<file path="src/rtl/jk_count_monitor.sv">
// Sequence monitor for a 3-bit up/down counter: checks +/-1 steps, counts wraps, flags illegal steps.
// Define JK_MON_ERRCNT_EN to build the saturating err_cnt register; otherwise err_cnt is tied to 0.
module jk_count_monitor #(
  parameter int WRAP_W = 8,
  parameter int ERR_W  = 4
) (
  input  logic              clk,
  input  logic              rst,
  input  logic              en,
  input  logic              clr,
  input  logic              ud,
  input  logic              q2,
  input  logic              q1,
  input  logic              q0,
  output logic              valid,
  output logic              tc,
  output logic              dir_chg,
  output logic              err,
  output logic [2:0]        err_val,
  output logic [ERR_W-1:0]  err_cnt,
  output logic [WRAP_W-1:0] wrap_cnt
);

  typedef enum logic [1:0] {IDLE, ARM, TRACK} state_t;

  state_t              state_q, state_d;
  logic [2:0]          prev_q_q, prev_q_d;
  logic                prev_ud_q, prev_ud_d;
  logic                tc_q, tc_d;
  logic                dir_chg_q, dir_chg_d;
  logic                err_q, err_d;
  logic [2:0]          err_val_q, err_val_d;
  logic [WRAP_W-1:0]   wrap_cnt_q, wrap_cnt_d;

  logic [2:0]          q_in;
  logic [2:0]          q_exp;
  logic                step_bad;
  logic                step_wrap;

  assign q_in  = {q2, q1, q0};
  // The step seen now was produced by the direction sampled on the previous edge.
  assign q_exp     = prev_ud_q ? (prev_q_q + 3'd1) : (prev_q_q - 3'd1);
  assign step_bad  = (q_in != q_exp);
  assign step_wrap = (prev_ud_q && (prev_q_q == 3'd7)) || (!prev_ud_q && (prev_q_q == 3'd0));

  always_comb begin
    state_d    = state_q;
    prev_q_d   = prev_q_q;
    prev_ud_d  = prev_ud_q;
    tc_d       = 1'b0;
    dir_chg_d  = 1'b0;
    err_d      = err_q;
    err_val_d  = err_val_q;
    wrap_cnt_d = wrap_cnt_q;

    if (!en) begin
      state_d = IDLE;
    end else if (clr) begin
      state_d    = ARM;
      err_d      = 1'b0;
      err_val_d  = 3'd0;
      wrap_cnt_d = '0;
    end else begin
      unique case (state_q)
        IDLE:    state_d = ARM;
        ARM:     state_d = TRACK;
        TRACK:   state_d = TRACK;
        default: state_d = IDLE;
      endcase

      if (state_q != IDLE) begin
        prev_q_d  = q_in;
        prev_ud_d = ud;
      end

      if (state_q == TRACK) begin
        dir_chg_d = (ud != prev_ud_q);
        if (step_bad) begin
          err_d = 1'b1;
          if (!err_q) err_val_d = q_in;
        end else if (step_wrap) begin
          tc_d       = 1'b1;
          wrap_cnt_d = wrap_cnt_q + WRAP_W'(1);
        end
      end
    end
  end

  always_ff @(posedge clk or negedge rst) begin
    if (!rst) begin
      state_q    <= IDLE;
      prev_q_q   <= 3'd0;
      prev_ud_q  <= 1'b0;
      tc_q       <= 1'b0;
      dir_chg_q  <= 1'b0;
      err_q      <= 1'b0;
      err_val_q  <= 3'd0;
      wrap_cnt_q <= '0;
    end else begin
      state_q    <= state_d;
      prev_q_q   <= prev_q_d;
      prev_ud_q  <= prev_ud_d;
      tc_q       <= tc_d;
      dir_chg_q  <= dir_chg_d;
      err_q      <= err_d;
      err_val_q  <= err_val_d;
      wrap_cnt_q <= wrap_cnt_d;
    end
  end

`ifdef JK_MON_ERRCNT_EN
  logic [ERR_W-1:0] err_cnt_q, err_cnt_d;

  always_comb begin
    err_cnt_d = err_cnt_q;
    if (en && clr) begin
      err_cnt_d = '0;
    end else if (en && (state_q == TRACK) && step_bad && (err_cnt_q != '1)) begin
      err_cnt_d = err_cnt_q + ERR_W'(1);
    end
  end

  always_ff @(posedge clk or negedge rst) begin
    if (!rst) begin
      err_cnt_q <= '0;
    end else begin
      err_cnt_q <= err_cnt_d;
    end
  end

  assign err_cnt = err_cnt_q;
`else
  assign err_cnt = '0;
`endif

  assign valid    = (state_q == TRACK);
  assign tc       = tc_q;
  assign dir_chg  = dir_chg_q;
  assign err      = err_q;
  assign err_val  = err_val_q;
  assign wrap_cnt = wrap_cnt_q;

endmodule

</file>
<file path="config.mk">
export PLATFORM = sky130hd
export DESIGN_NAME = jk_count_monitor
export DESIGN_NICKNAME = d
export VERILOG_FILES = /design/src/rtl/jk_count_monitor.sv
export SDC_FILE = /design/constraint.sdc
export NUM_CORES = 1
export LEC_CHECK = 0
export BUFFER_PORTS_ARGS = -buffer_cell sky130_fd_sc_hd__buf_2
export CAP_MARGIN = 5
export CORE_AREA = 2 2 55 57
export CTS_BUF_LIST = sky130_fd_sc_hd__clkbuf_8
export CTS_CLUSTER_DIAMETER = 50
export DETAILED_ROUTE_END_ITERATION = 12
export DIE_AREA = 0 0 57 59
export GPL_TIMING_DRIVEN = 0
export PLACE_DENSITY = 0.72
export SLEW_MARGIN = 5
export SYNTH_ARGS = -nofsm -noshare
export SYNTH_HDL_FRONTEND = slang
export SYNTH_SLANG_ARGS = --single-unit
export TNS_END_PERCENT = 20
</file>
<file path="constraint.sdc">
create_clock -name clk -period 3.1 [get_ports clk]
set_input_delay 0.775 -clock clk [delete_from_list [all_inputs] [get_ports clk]]
set_output_delay 0.775 -clock clk [all_outputs]
set_load 0.05 [all_outputs]
</file>
# After elaboration in Yosys (flattened, before gate mapping)
# Index checks and enable logic that the tools add are counted.
[word_totals]
reg_bits = 20
in_bits = 8
out_inout_bits = 19
[op_classes]
add_sub_neg = 3
n_eq_ne = 7
n_mux = 23
bitwise_logic = 1
n_reduce_logical = 15
[op_table]
columns = ["operator", "n"]
rows = [
  ["$mux W8", 4],
  ["$mux W3", 5],
  ["$mux W1", 11],
  ["$add A8 B1 Y8 const B", 1],
  ["$reduce_and A4 Y1", 2],
  ["$reduce_bool A2 Y1", 4],
  ["$reduce_and A3 Y1", 2],
  ["$mux W2", 2],
  ["$ne A2 B2 Y1 const B", 2],
  ["$pmux W2 S2", 1],
  ["$add A3 B1 Y3 const B", 1],
  ["$eq A3 B3 Y1 const B", 1],
  ["$logic_not A3 Y1", 1],
  ["$ne A3 B3 Y1", 1],
  ["$sub A3 B1 Y3 const B", 1],
  ["$eq A2 B1 Y1 const B", 1],
  ["$eq A2 B2 Y1 const B", 1],
  ["$logic_and A1 B1 Y1", 2],
  ["$logic_not A2 Y1", 1],
  ["$reduce_or A2 Y1", 1],
  ["$logic_not A1 Y1", 1],
  ["$logic_or A1 B1 Y1", 1],
  ["$ne A1 B1 Y1", 1],
  ["$not A1 Y1", 1],
]

# Logic depth before layout (Yosys ltp)
# Gate-level depths: netlist (run 1).
[depth]
word_depth = 8
ltp_mapped = 7

# Worst setup path after synthesis (run 1)
# OpenSTA, ideal clock, no wires.
[synth_timing]
path_type = "register to register"
from = "reg prev_ud_q"
to = "reg wrap_cnt_q[4], in the netlist wrap_cnt[4]"
setup_ns = 0.126
t_arrival_ns = 2.069
required_ns = 2.974
path_slack_ns = 0.904
path_stages_with_launch = 8
n_path_buf = 1
synth_period_minus_slack_ns = 2.196
cell_sequence = "dfrtp_1 inv_1 fa_1 xor2_2 xor2_2 buf_4 nor3_1 a311o_1"
[synth_between]
elab_chain_len = 5
elab_cells_between_ends = 9
classes_between = "eq/ne (2); mux (1); reduce/logical (6)"
[synth_rtl]
columns = ["element", "line", "rtl"]
rows = [
  ["start: declaration", "28", "logic prev_ud_q, prev_ud_d;"],
  ["start signal: assignment", "102", "prev_ud_q <= prev_ud_d;"],
  ["branches (longest 4 deep; another with $mux W3)", "n/a", ""],
  ["$reduce_and A4 Y1 (no line) *", "n/a", ""],
  ["end signal: assignment", "107", "wrap_cnt_q <= wrap_cnt_d;"],
  ["end: declaration", "33", "logic [WRAP_W-1:0] wrap_cnt_q, wrap_cnt_d;"],
]
# Mark *: on every way between the ends.
# A chain may end at the register's enable or synchronous reset.

# Worst setup path after layout (run 1)
# Same ends and word-level chain as after synthesis.

==> results of run 1 <==
==> worst register-to-register path, cell delays in order (launching register included) <==
cell and delay, ns:
dfrtp_1 0.49, inv_1 0.12, fa_1 0.45, xnor2_1 0.15, nand2_1 0.24, clkbuf_1 0.45, nor3_1 0.12, a311o_1 0.37
==> cell usage in the layout, fill, tap and decap left out, types with 2 or more instances in the layout <==
cell	synthesis	final
a311o_1	2	2
and2_1	2	2
and3_1	5	5
and4_1	3	3
buf_2	0	22
buf_4	6	6
clkbuf_1	5	5
clkbuf_8	0	3
conb_1	1	4
dfrtp_1	20	20
ha_1	3	3
inv_1	12	12
mux2_1	3	3
nand2_1	6	6
nand2b_1	9	9
nor2_1	6	6
nor2b_1	5	5
nor3_1	3	3
o2111ai_1	5	5
o211ai_1	3	3
o221ai_1	2	2
o311ai_1	8	8
o31a_1	2	2
o31ai_1	2	2
or3_1	2	2
xnor2_1	2	2
xor2_1	2	2
xor2_2	2	2
==> flip-flops by register name (all words and copies together) (netlist names) <==
signal / count
dir_chg: 1
state_q: 2
err: 1
prev_q_q: 3
prev_ud_q: 1
tc: 1
wrap_cnt: 8
err_val: 3
==> power by group through the flow <==
stage               Combinational (uW)  Sequential [uW]  Clock (uW)
floorplan                          251              442           0
global placement                   432              356           0
detailed placement                 443              359           0
CTS                                447              354         267
global route                       492              361         274
finish                             450              354         266
==> per-stage QoR <==
stage,util (%),instances,hold slack [ns],cell area (sq um),setup slack (ns)
finish,58.0,194,0.450,1570,0.607
global route,58.0,194,0.486,1570,0.425
CTS,58.0,194,0.473,1570,0.604
detailed placement,55.4,190,0.522,1500,0.657
global placement,55.4,190,0.500,1500,0.696
floorplan,-,137,0.479,1350,0.904
==> synth_stat cells, types with 5 or more instances <==
cell type	n
dfrtp_1	20
o311ai_1	8
o2111ai_1	5
and3_1	5
nand2_1	6
buf_4	6
nor2b_1	5
nand2b_1	9
clkbuf_1	5
inv_1	12
nor2_1	6
==> cell type report <==
cell class / instances / area (sq um)
inverters: 12 / 45.0
repair buffers: 22 / 110
flip-flops and latches: 20 / 500
plain buffers: 11 / 63.8
well taps: 31 / 38.8
fillers: 253 / 1140
multi-input cells: 94 / 742
clock inverters: 1 / 30.0
clock buffers: 3 / 41.3
==> worst max-delay path by stage <==
stage          cells past startpoint                   from                       to  slack [ns]
6_report                           7  prev_ud_q$_DFFE_PN0P_  wrap_cnt[4]$_DFFE_PN0P_        0.61
5_1_grt                            7  prev_ud_q$_DFFE_PN0P_  wrap_cnt[4]$_DFFE_PN0P_        0.42
4_1_cts                            7  prev_ud_q$_DFFE_PN0P_  wrap_cnt[4]$_DFFE_PN0P_        0.60
3_5_place_dp                       7  prev_ud_q$_DFFE_PN0P_  wrap_cnt[4]$_DFFE_PN0P_        0.66
3_3_place_gp                       7  prev_ud_q$_DFFE_PN0P_  wrap_cnt[4]$_DFFE_PN0P_        0.70
2_1_floorplan                      7  prev_ud_q$_DFFE_PN0P_  wrap_cnt[4]$_DFFE_PN0P_        0.90
==> kinds of logic (layout without fill, tap and decap cells) <==
| family | Yosys count | in the layout | synth area share (%) |
|---|---|---|---|
| and+or+nand+nor | 44 | 44 | 20.2 |
| AOI/OAI and AO/OA | 32 | 32 | 21.0 |
| buffers and inverters | 23 | 49 | 8.12 |
| DFF | 20 | 20 | 37.3 |
| xor gates and xnor gates | 7 | 7 | 6.26 |
| adders and majority gates | 4 | 4 | 4.30 |
| muxes | 3 | 3 | 2.52 |
| other | 1 | 4 | 0.280 |
==> metal layers <==
metal,vias to the layer above,GRT usage [%]
li1,537,-
met1,555,23.4
met2,36,36.0
met3,6,2.62
met4,0,6.98
met5,-,0
==> flow_summary.json, run 1 <==
{
  "setup.worst_path.end_class": "flop",
  "cp_top_family": "buffers and inverters",
  "grt_pass1_wl_um": 5060,
  "setup_violations": 0,
  "grt_pass1_vias": 1138,
  "min_path_type": "in2async",
  "post_cts_buffers": 0,
  "antenna_found_initial": 0,
  "syn_inst": 134,
  "cts_buffers": 3,
  "worstRegToRegCells": 7,
  "dieHeight_um": 59,
  "crit_chain": "inv_1 -> fa_1 -> xnor2_1 -> nand2_1 -> clkbuf_1 -> nor3_1 -> a311o_1",
  "pwr-share-seq_pct": 33.1,
  "clock_latency_ns": 0.26,
  "p_sw_share_pct": 43.3,
  "ys_warn_count": 0,
  "port_buffers": 22,
  "layout-drive-gt1-share_pct": 24.5,
  "m1WireLength_um": 1330,
  "intPower_uw": 606,
  "core_sq_um": 2710,
  "slowest_stage": "dfrtp_1",
  "synth_top_area_share_pct": 37.3,
  "status": "finished clean",
  "ys_top_cells_by_area": "dfrtp_1, o311ai_1, nand2b_1",
  "slew_viol_final": 0,
  "ant_nets": 0,
  "fin_crit_ns": 2.49,
  "die_width_um": 57,
  "total_power_uw": 1070,
  "fin_nets": 176,
  "reg2reg_from": "prev_ud_q$_DFFE_PN0P_",
  "clock-sinks": 20,
  "switchingPower_uw": 463,
  "synth_edf_count": 0,
  "gp_congestion": 0.807,
  "setup_tns_ns": 0,
  "critPathBufInv": 2,
  "root_buffer": "clkbuf_8",
  "met3_length_um": 127,
  "routed_wirelength_um": 3060,
  "cp_max_fo": 10,
  "ys.flop_type": "dfrtp_1",
  "start_kind": "flop",
  "reg2reg_to": "wrap_cnt[4]$_DFFE_PN0P_",
  "synth_top_area_cell": "dfrtp_1",
  "synthesis.area_sq_um": 1340,
  "syn_to_final_growth_pct": 17.3,
  "first_iter_violations": 28,
  "initial_core_util_pct": 49.4,
  "post-route-period-util_pct": 80.4,
  "place_hpwl_um": 2170,
  "num_vias": 1134,
  "first_pass_iters": 4,
  "tightest_slew_ns": 0.504,
  "synth_seq_cells": 20,
  "ios": 27,
  "ys_seq_area_share_pct": 37.3,
  "p_leak_uw": 0.000705,
  "synth_cell_types": 39,
  "clkTransAtPathRegs_ns": 0.08,
  "cpPeakStageDelay_ns": 0.49,
  "std_cell_rows": 19,
  "synthArstFlopShare_pct": 100,
  "grt-ovfl-total": 0,
  "dr.max_layer_used": "met4",
  "regToRegSetupSlack_ns": 0.61,
  "cts_hold_repair.buffers": 0,
  "grt_max_degree": 21,
  "finalClockSkew_ns": 0.00214,
  "rsz0062_at_grt": "false",
  "cts_buffer_depth": 2,
  "ctsResizeCount": 0,
  "cts_tree": "built",
  "gr-usage-all-layers_pct": 19.5,
  "peakVddDrop_uv": 420,
  "maxCapViolCount": 0,
  "criticalPathCategory": "reg2reg",
  "vias_per_cell": 5.85,
  "relSlewSlack_pct": 66.4,
  "crit_arrival_ns": 2.64,
  "syn_avg_cell_area_sq_um": 10.0,
  "max_freq_ghz": 0.401,
  "diodes": 0,
  "wl_met2_um": 1570,
  "required_ns": 3.25,
  "p_per_area_nw_per_um2": 681,
  "htreeDepth": 1,
  "wl_per_cell_um": 15.8,
  "hold_viol": 0,
  "p_clk_share_pct": 24.9,
  "detail_route.drc_violations": 0,
  "dieArea_sq_um": 3360,
  "combPwrFrac_pct": 42.0
}
No activity file was read; power rests on OpenSTA's default activity.
==> run 2: changes to the inputs <==
Settings changed: ABC_AREA set to 1, CORE_AREA 2 2 55 57 to 2 2 53 55, DIE_AREA 0 0 57 59 to 0 0 55 57, PLACE_DENSITY 0.72 to 0.76.
Clock period 3.1 ns to 2.1 ns, I/O delays scaled along.
==> flow_summary.json, run 2 <==
{
  "status": "finished clean",
  "clock-sinks": 20,
  "syn_inst": 166,
  "post_cts_buffers": 0,
  "finalClockSkew_ns": 0.00474,
  "regToRegSetupSlack_ns": 0.24,
  "grt-ovfl-total": 0,
  "setup.worst_path.end_class": "flop",
  "antenna_found_initial": 0,
  "crit_arrival_ns": 2.06,
  "peakVddDrop_uv": 480,
  "port_buffers": 22,
  "synthArstFlopShare_pct": 100,
  "syn_to_final_growth_pct": 17.3,
  "required_ns": 2.30,
  "ys_top_cells_by_area": "dfrtp_1, nand2_1, nand3_1",
  "worstRegToRegCells": 9,
  "maxCapViolCount": 0,
  "cts_tree": "built",
  "dieArea_sq_um": 3140,
  "fin_crit_ns": 1.86,
  "syn_avg_cell_area_sq_um": 7.50,
  "core_sq_um": 2620,
  "criticalPathCategory": "reg2reg",
  "hold_slack_ns": 0.202,
  "ys_warn_count": 0,
  "initial_core_util_pct": 47.6,
  "reg2reg_from": "prev_q_q[0]$_DFFE_PN0P_",
  "gr-usage-all-layers_pct": 17.6,
  "layout-drive-gt1-share_pct": 23.6,
  "reg2reg_to": "wrap_cnt[3]$_DFFE_PN0P_",
  "ys_seq_area_share_pct": 40.2,
  "slowest_stage": "fa_1",
  "netlist_top_cells_count": "nand2_1, dfrtp_1, inv_1, nor2_1, nand3_1",
  "ant_nets": 0,
  "ys.flop_type": "dfrtp_1",
  "first_pass_iters": 4,
  "max_freq_ghz": 0.539,
  "dieHeight_um": 57,
  "ctsResizeCount": 0,
  "cp_max_fo": 10,
  "synth_seq_cells": 20,
  "die_width_um": 55,
  "start_kind": "flop",
  "diodes": 0,
  "clkTransAtPathRegs_ns": 0.08,
  "final_common_cell": "nand2_1",
  "place_hpwl_um": 1880,
  "post-route-period-util_pct": 88.4,
  "crit_chain": "fa_1 -> inv_1 -> nand2_1 -> nand2_1 -> nor2_4 -> nand3_4 -> nand2_4 -> nand2_1 -> nand2_1",
  "htreeDepth": 1,
  "synth_top_area_share_pct": 40.2,
  "cts_buffer_depth": 2,
  "grt_max_degree": 21,
  "grt_pass1_wl_um": 4090,
  "p_leak_uw": 0.000824,
  "rsz0062_at_grt": "false",
  "p_per_area_nw_per_um2": 753,
  "ios": 27,
  "wl_per_cell_um": 10.7,
  "crit_top_cell": "nand2_1",
  "synth_cell_types": 23,
  "synth_top_area_cell": "dfrtp_1",
  "grt_pass1_vias": 955,
  "fin_nets": 208,
  "routed_wirelength_um": 2430,
  "root_buffer": "clkbuf_8",
  "synthesis.area_sq_um": 1240,
  "slew_viol_final": 0,
  "vias_per_cell": 4.82,
  "fin_util_pct": 55.8,
  "setup_violations": 0,
  "cts_buffers": 3,
  "min_path_type": "in2async",
  "detail_route.drc_violations": 0,
  "clock_latency_ns": 0.26,
  "synth_edf_count": 0,
  "std_cell_rows": 19,
  "cpPeakStageDelay_ns": 0.58,
  "first_iter_violations": 19,
  "final_cell_mix": "nand2_1, buf_2, dfrtp_1, inv_1, nor2_1",
  "hold_viol": 0,
  "synth.most_common_cell": "nand2_1",
  "largest_reg_flops": 8,
  "gp_congestion": 0.730,
  "fill_cells": 267,
  "cts_hold_repair.buffers": 0,
  "num_vias": 1090,
  "setup_tns_ns": 0
}
[run 2: cell count changes after synthesis, sizes merged, moves of 4 or more]
cell / delta
nand2: +53
nor2: +15
nand3: +16
inv: +10
o311ai: -9
o2111ai: -5
and3: -5
clkbuf: -4
nor2b: -5
nand4: +4
xor2: -4
nand2b: -9
[run 2: how the worst max path moves through the flow]
stage                            startpoint  cells past startpoint                       to  slack (ns)
global placement    prev_q_q[0]$_DFFE_PN0P_                      9  wrap_cnt[6]$_DFFE_PN0P_        0.31
CTS                 prev_q_q[0]$_DFFE_PN0P_                      9  wrap_cnt[3]$_DFFE_PN0P_        0.25
finish              prev_q_q[0]$_DFFE_PN0P_                      9  wrap_cnt[3]$_DFFE_PN0P_        0.24
global route        prev_q_q[0]$_DFFE_PN0P_                     10  wrap_cnt[3]$_DFFE_PN0P_        0.14
floorplan           prev_q_q[0]$_DFFE_PN0P_                      9  wrap_cnt[7]$_DFFE_PN0P_        0.41
detailed placement  prev_q_q[0]$_DFFE_PN0P_                      9  wrap_cnt[3]$_DFFE_PN0P_        0.27
[run 2: per-layer routing]
layer | share of wire [%] | global-route usage, % | wire [um] | up-vias
met2 | 51 | 29.9 | 1240 | 20
met4 | 1.8 | 7.32 | 44 | 0
met5 | 0 | 0 | 0 | -
li1 | - | - | - | 566
met3 | 3.6 | 2.36 | 88 | 5
met1 | 43 | 21.7 | 1050 | 499
[run 2: final cells by class]
class	instances	area, sq um	share of cell area (%)
inverters	22	82.6	5.66
well taps	31	38.8	2.66
flip-flops and latches	20	500	34.3
plain buffers	5	43.8	3.00
clock buffers	4	55.1	3.77
repair buffers	22	110	7.54
multi-input cells	122	629	43.1
[run 2: logic make-up after synthesis]
| family | after synthesis | synth area share [%] |
|---|---|---|
| mux | 1 | 0.904 |
| simple gates | 103 | 38.6 |
| flops | 20 | 40.2 |
| other cells | 1 | 0.301 |
| buf+inv | 27 | 10.1 |
| compound gates | 7 | 3.11 |
| fa+ha+maj | 4 | 4.62 |
| xor+xnor | 3 | 2.11 |
[run 2: per-stage QoR]
step	instance area, sq um	instances	power, uW	setup slack [ns]
2_1_floorplan	1260	169	740	0.414
3_3_place_gp	1410	222	800	0.306
3_5_place_dp	1410	222	812	0.268
4_1_cts	1460	226	1110	0.246
5_1_grt	1460	226	1170	0.137
6_report	1460	226	1100	0.244
[run 2: report_power, final]
part	switching, uW	leakage, uW	internal, uW
registers	37.1	0.000265	418
clock network	130	0.0000288	167
logic	236	0.000530	111
[run 2: critical path, delay by kind of cell (launching register included)]
kind,cells,cell delay (ns)
adders and majority gates,1,0.58
DFF,1,0.45
buffers and inverters,1,0.04
and+or+nand+nor,7,0.73
==> run 3: changes to the inputs <==
Settings changed: ABC_AREA 1 to unset, CORE_AREA 2 2 53 55 to 2 2 56 58, CTS_BUF_LIST sky130_fd_sc_hd__clkbuf_8 to unset, DIE_AREA 0 0 55 57 to 0 0 58 60, PLACE_DENSITY 0.76 to 0.72.
==> flow_summary.json, run 3 (same netlist as run 1, synthesis figures left out) <==
{
  "status": "finished clean",
  "cp_max_fo": 8,
  "hold_slack_ns": 0.153,
  "place_ws_ns": -0.251,
  "grt_pass1_wl_um": 5220,
  "routed_wirelength_um": 3190,
  "crit_arrival_ns": 2.30,
  "final_cell_mix": "buf_2, dfrtp_1, buf_4, inv_1, nand2b_1",
  "p_leak_uw": 0.000742,
  "largest_reg_flops": 8,
  "wl_per_cell_um": 15.7,
  "antenna_found_initial": 0,
  "first_iter_violations": 39,
  "detail_route.drc_violations": 0,
  "port_buffers": 22,
  "worst_slack_ns": 0.0126,
  "cts_buffers": 3,
  "final_common_cell": "buf_2",
  "grt_max_degree": 21,
  "hold_viol": 0,
  "initial_core_util_pct": 46.2,
  "fin_util_pct": 57.5,
  "setup.worst_path.end_class": "flop",
  "clock_latency_ns": 0.30,
  "slew_viol_final": 0,
  "htreeDepth": 1,
  "fill_cells": 244,
  "cts_buffer_depth": 2,
  "gp_congestion": 0.839,
  "start_kind": "flop",
  "num_vias": 1182,
  "dieHeight_um": 60,
  "post-route-period-util_pct": 99.4,
  "syn_to_final_growth_pct": 24.6,
  "p_per_area_nw_per_um2": 986,
  "max_freq_ghz": 0.479,
  "fin_crit_ns": 2.09,
  "rsz0062_at_grt": "true",
  "tightest_slew_ns": 0.523,
  "root_buffer": "clkbuf_4",
  "design_area_sq_um": 1670,
  "setup_tns_ns": 0,
  "maxCapViolCount": 0,
  "cts_tree": "built",
  "fin_nets": 184,
  "ios": 27,
  "criticalPathCategory": "reg2reg",
  "layout-drive-gt1-share_pct": 32.7,
  "relSlewSlack_pct": 65.0,
  "required_ns": 2.32,
  "clkTransAtPathRegs_ns": 0.12,
  "vias_per_cell": 5.79,
  "gr-usage-all-layers_pct": 19.2,
  "first_pass_iters": 4,
  "std_cell_rows": 20,
  "grt_pass1_vias": 1181,
  "finalClockSkew_ns": 0.00446,
  "cts_hold_repair.buffers": 0,
  "ant_nets": 0,
  "place_hpwl_um": 2170,
  "grt-ovfl-total": 0,
  "min_path_type": "in2async",
  "die_width_um": 58,
  "clock-sinks": 20,
  "diodes": 0,
  "core_sq_um": 2900,
  "regToRegSetupSlack_ns": 0.01,
  "setup_violations": 0,
  "peakVddDrop_uv": 632,
  "dieArea_sq_um": 3480,
  "dpl_cell_area_sq_um": 1510
}
[run 3: cell types whose count changed in the layout (fill, tap and decap cells not counted), moves of 4 or more]
cell       previous run  this run
clkbuf_1              0         4
and3_1                0         5
inv_1                18        11
o2111ai_1             0         5
nand4_1               4         0
nand2_1              54         5
nand3_1              15         0
nand2b_1              0         9
buf_4                 4        12
nor2b_1               0         5
clkbuf_8              5         1
o311ai_1              0         8
nor2_1               18         6
[run 3: critical path: stages (launching register included)]
cell	delay, ns
dfrtp_2	0.45
fa_2	0.59
xnor2_2	0.14
nand2_2	0.15
or3_4	0.42
o311ai_2	0.25
[run 3: final timing paths]
path	endpoint	start	cells after the start
max in group asynchronous	prev_q_q[0]$_DFFE_PN0P_	rst	1
min reg2reg	wrap_cnt[7]$_DFFE_PN0P_	wrap_cnt[7]$_DFFE_PN0P_	1
max	wrap_cnt[2]$_DFFE_PN0P_	prev_q_q[1]$_DFFE_PN0P_	5
max reg2reg	wrap_cnt[2]$_DFFE_PN0P_	prev_q_q[1]$_DFFE_PN0P_	5
min in group clk	prev_ud_q$_DFFE_PN0P_	ud	3
min	wrap_cnt[4]$_DFFE_PN0P_	rst	1
[run 3: timing repair]
action / in CTS / in global routing
gates cloned: 1 / 1
endpoints found under the setup margin: 11 / 11
buffers inserted: 4 / 3
pin swaps: 4 / 5
resized for setup: 10 / 4
[run 3: final cells by class]
cell class	count	area [sq um]	area share, %
sequential	20	504	30.2
buffer	11	71.3	4.27
inverter	12	45.0	2.70
multi-input combinational	95	805	48.2
clock buffer	4	36.3	2.17
tap	33	41.3	2.47
timing repair buffer	29	166	9.97
[run 3: power by group]
part / internal (uW) / total (uW) / switching (uW)
clock network: 106 / 229 / 123
registers: 446 / 510 / 63.6
logic: 341 / 908 / 567
total: 893 / 1650 / 753
[run 3: per-layer routing]
| layer | vias up | global-route usage, % | routed length (um) |
|---|---|---|---|
| li1 | 555 | - | - |
| met1 | 560 | 25.6 | 1310 |
| met2 | 60 | 32.8 | 1630 |
| met3 | 7 | 2.16 | 220 |
| met4 | 0 | 6.31 | 40 |
| met5 | - | 0 | 0 |
[run 3: metrics by stage]
| step | power, uW | cells |
|---|---|---|
| after global placement | 1180 | 192 |
| after detailed placement | 1190 | 192 |
| after CTS | 1540 | 201 |
| after floorplan | 1040 | 137 |
| after global routing | 1740 | 204 |
| final | 1650 | 204 |
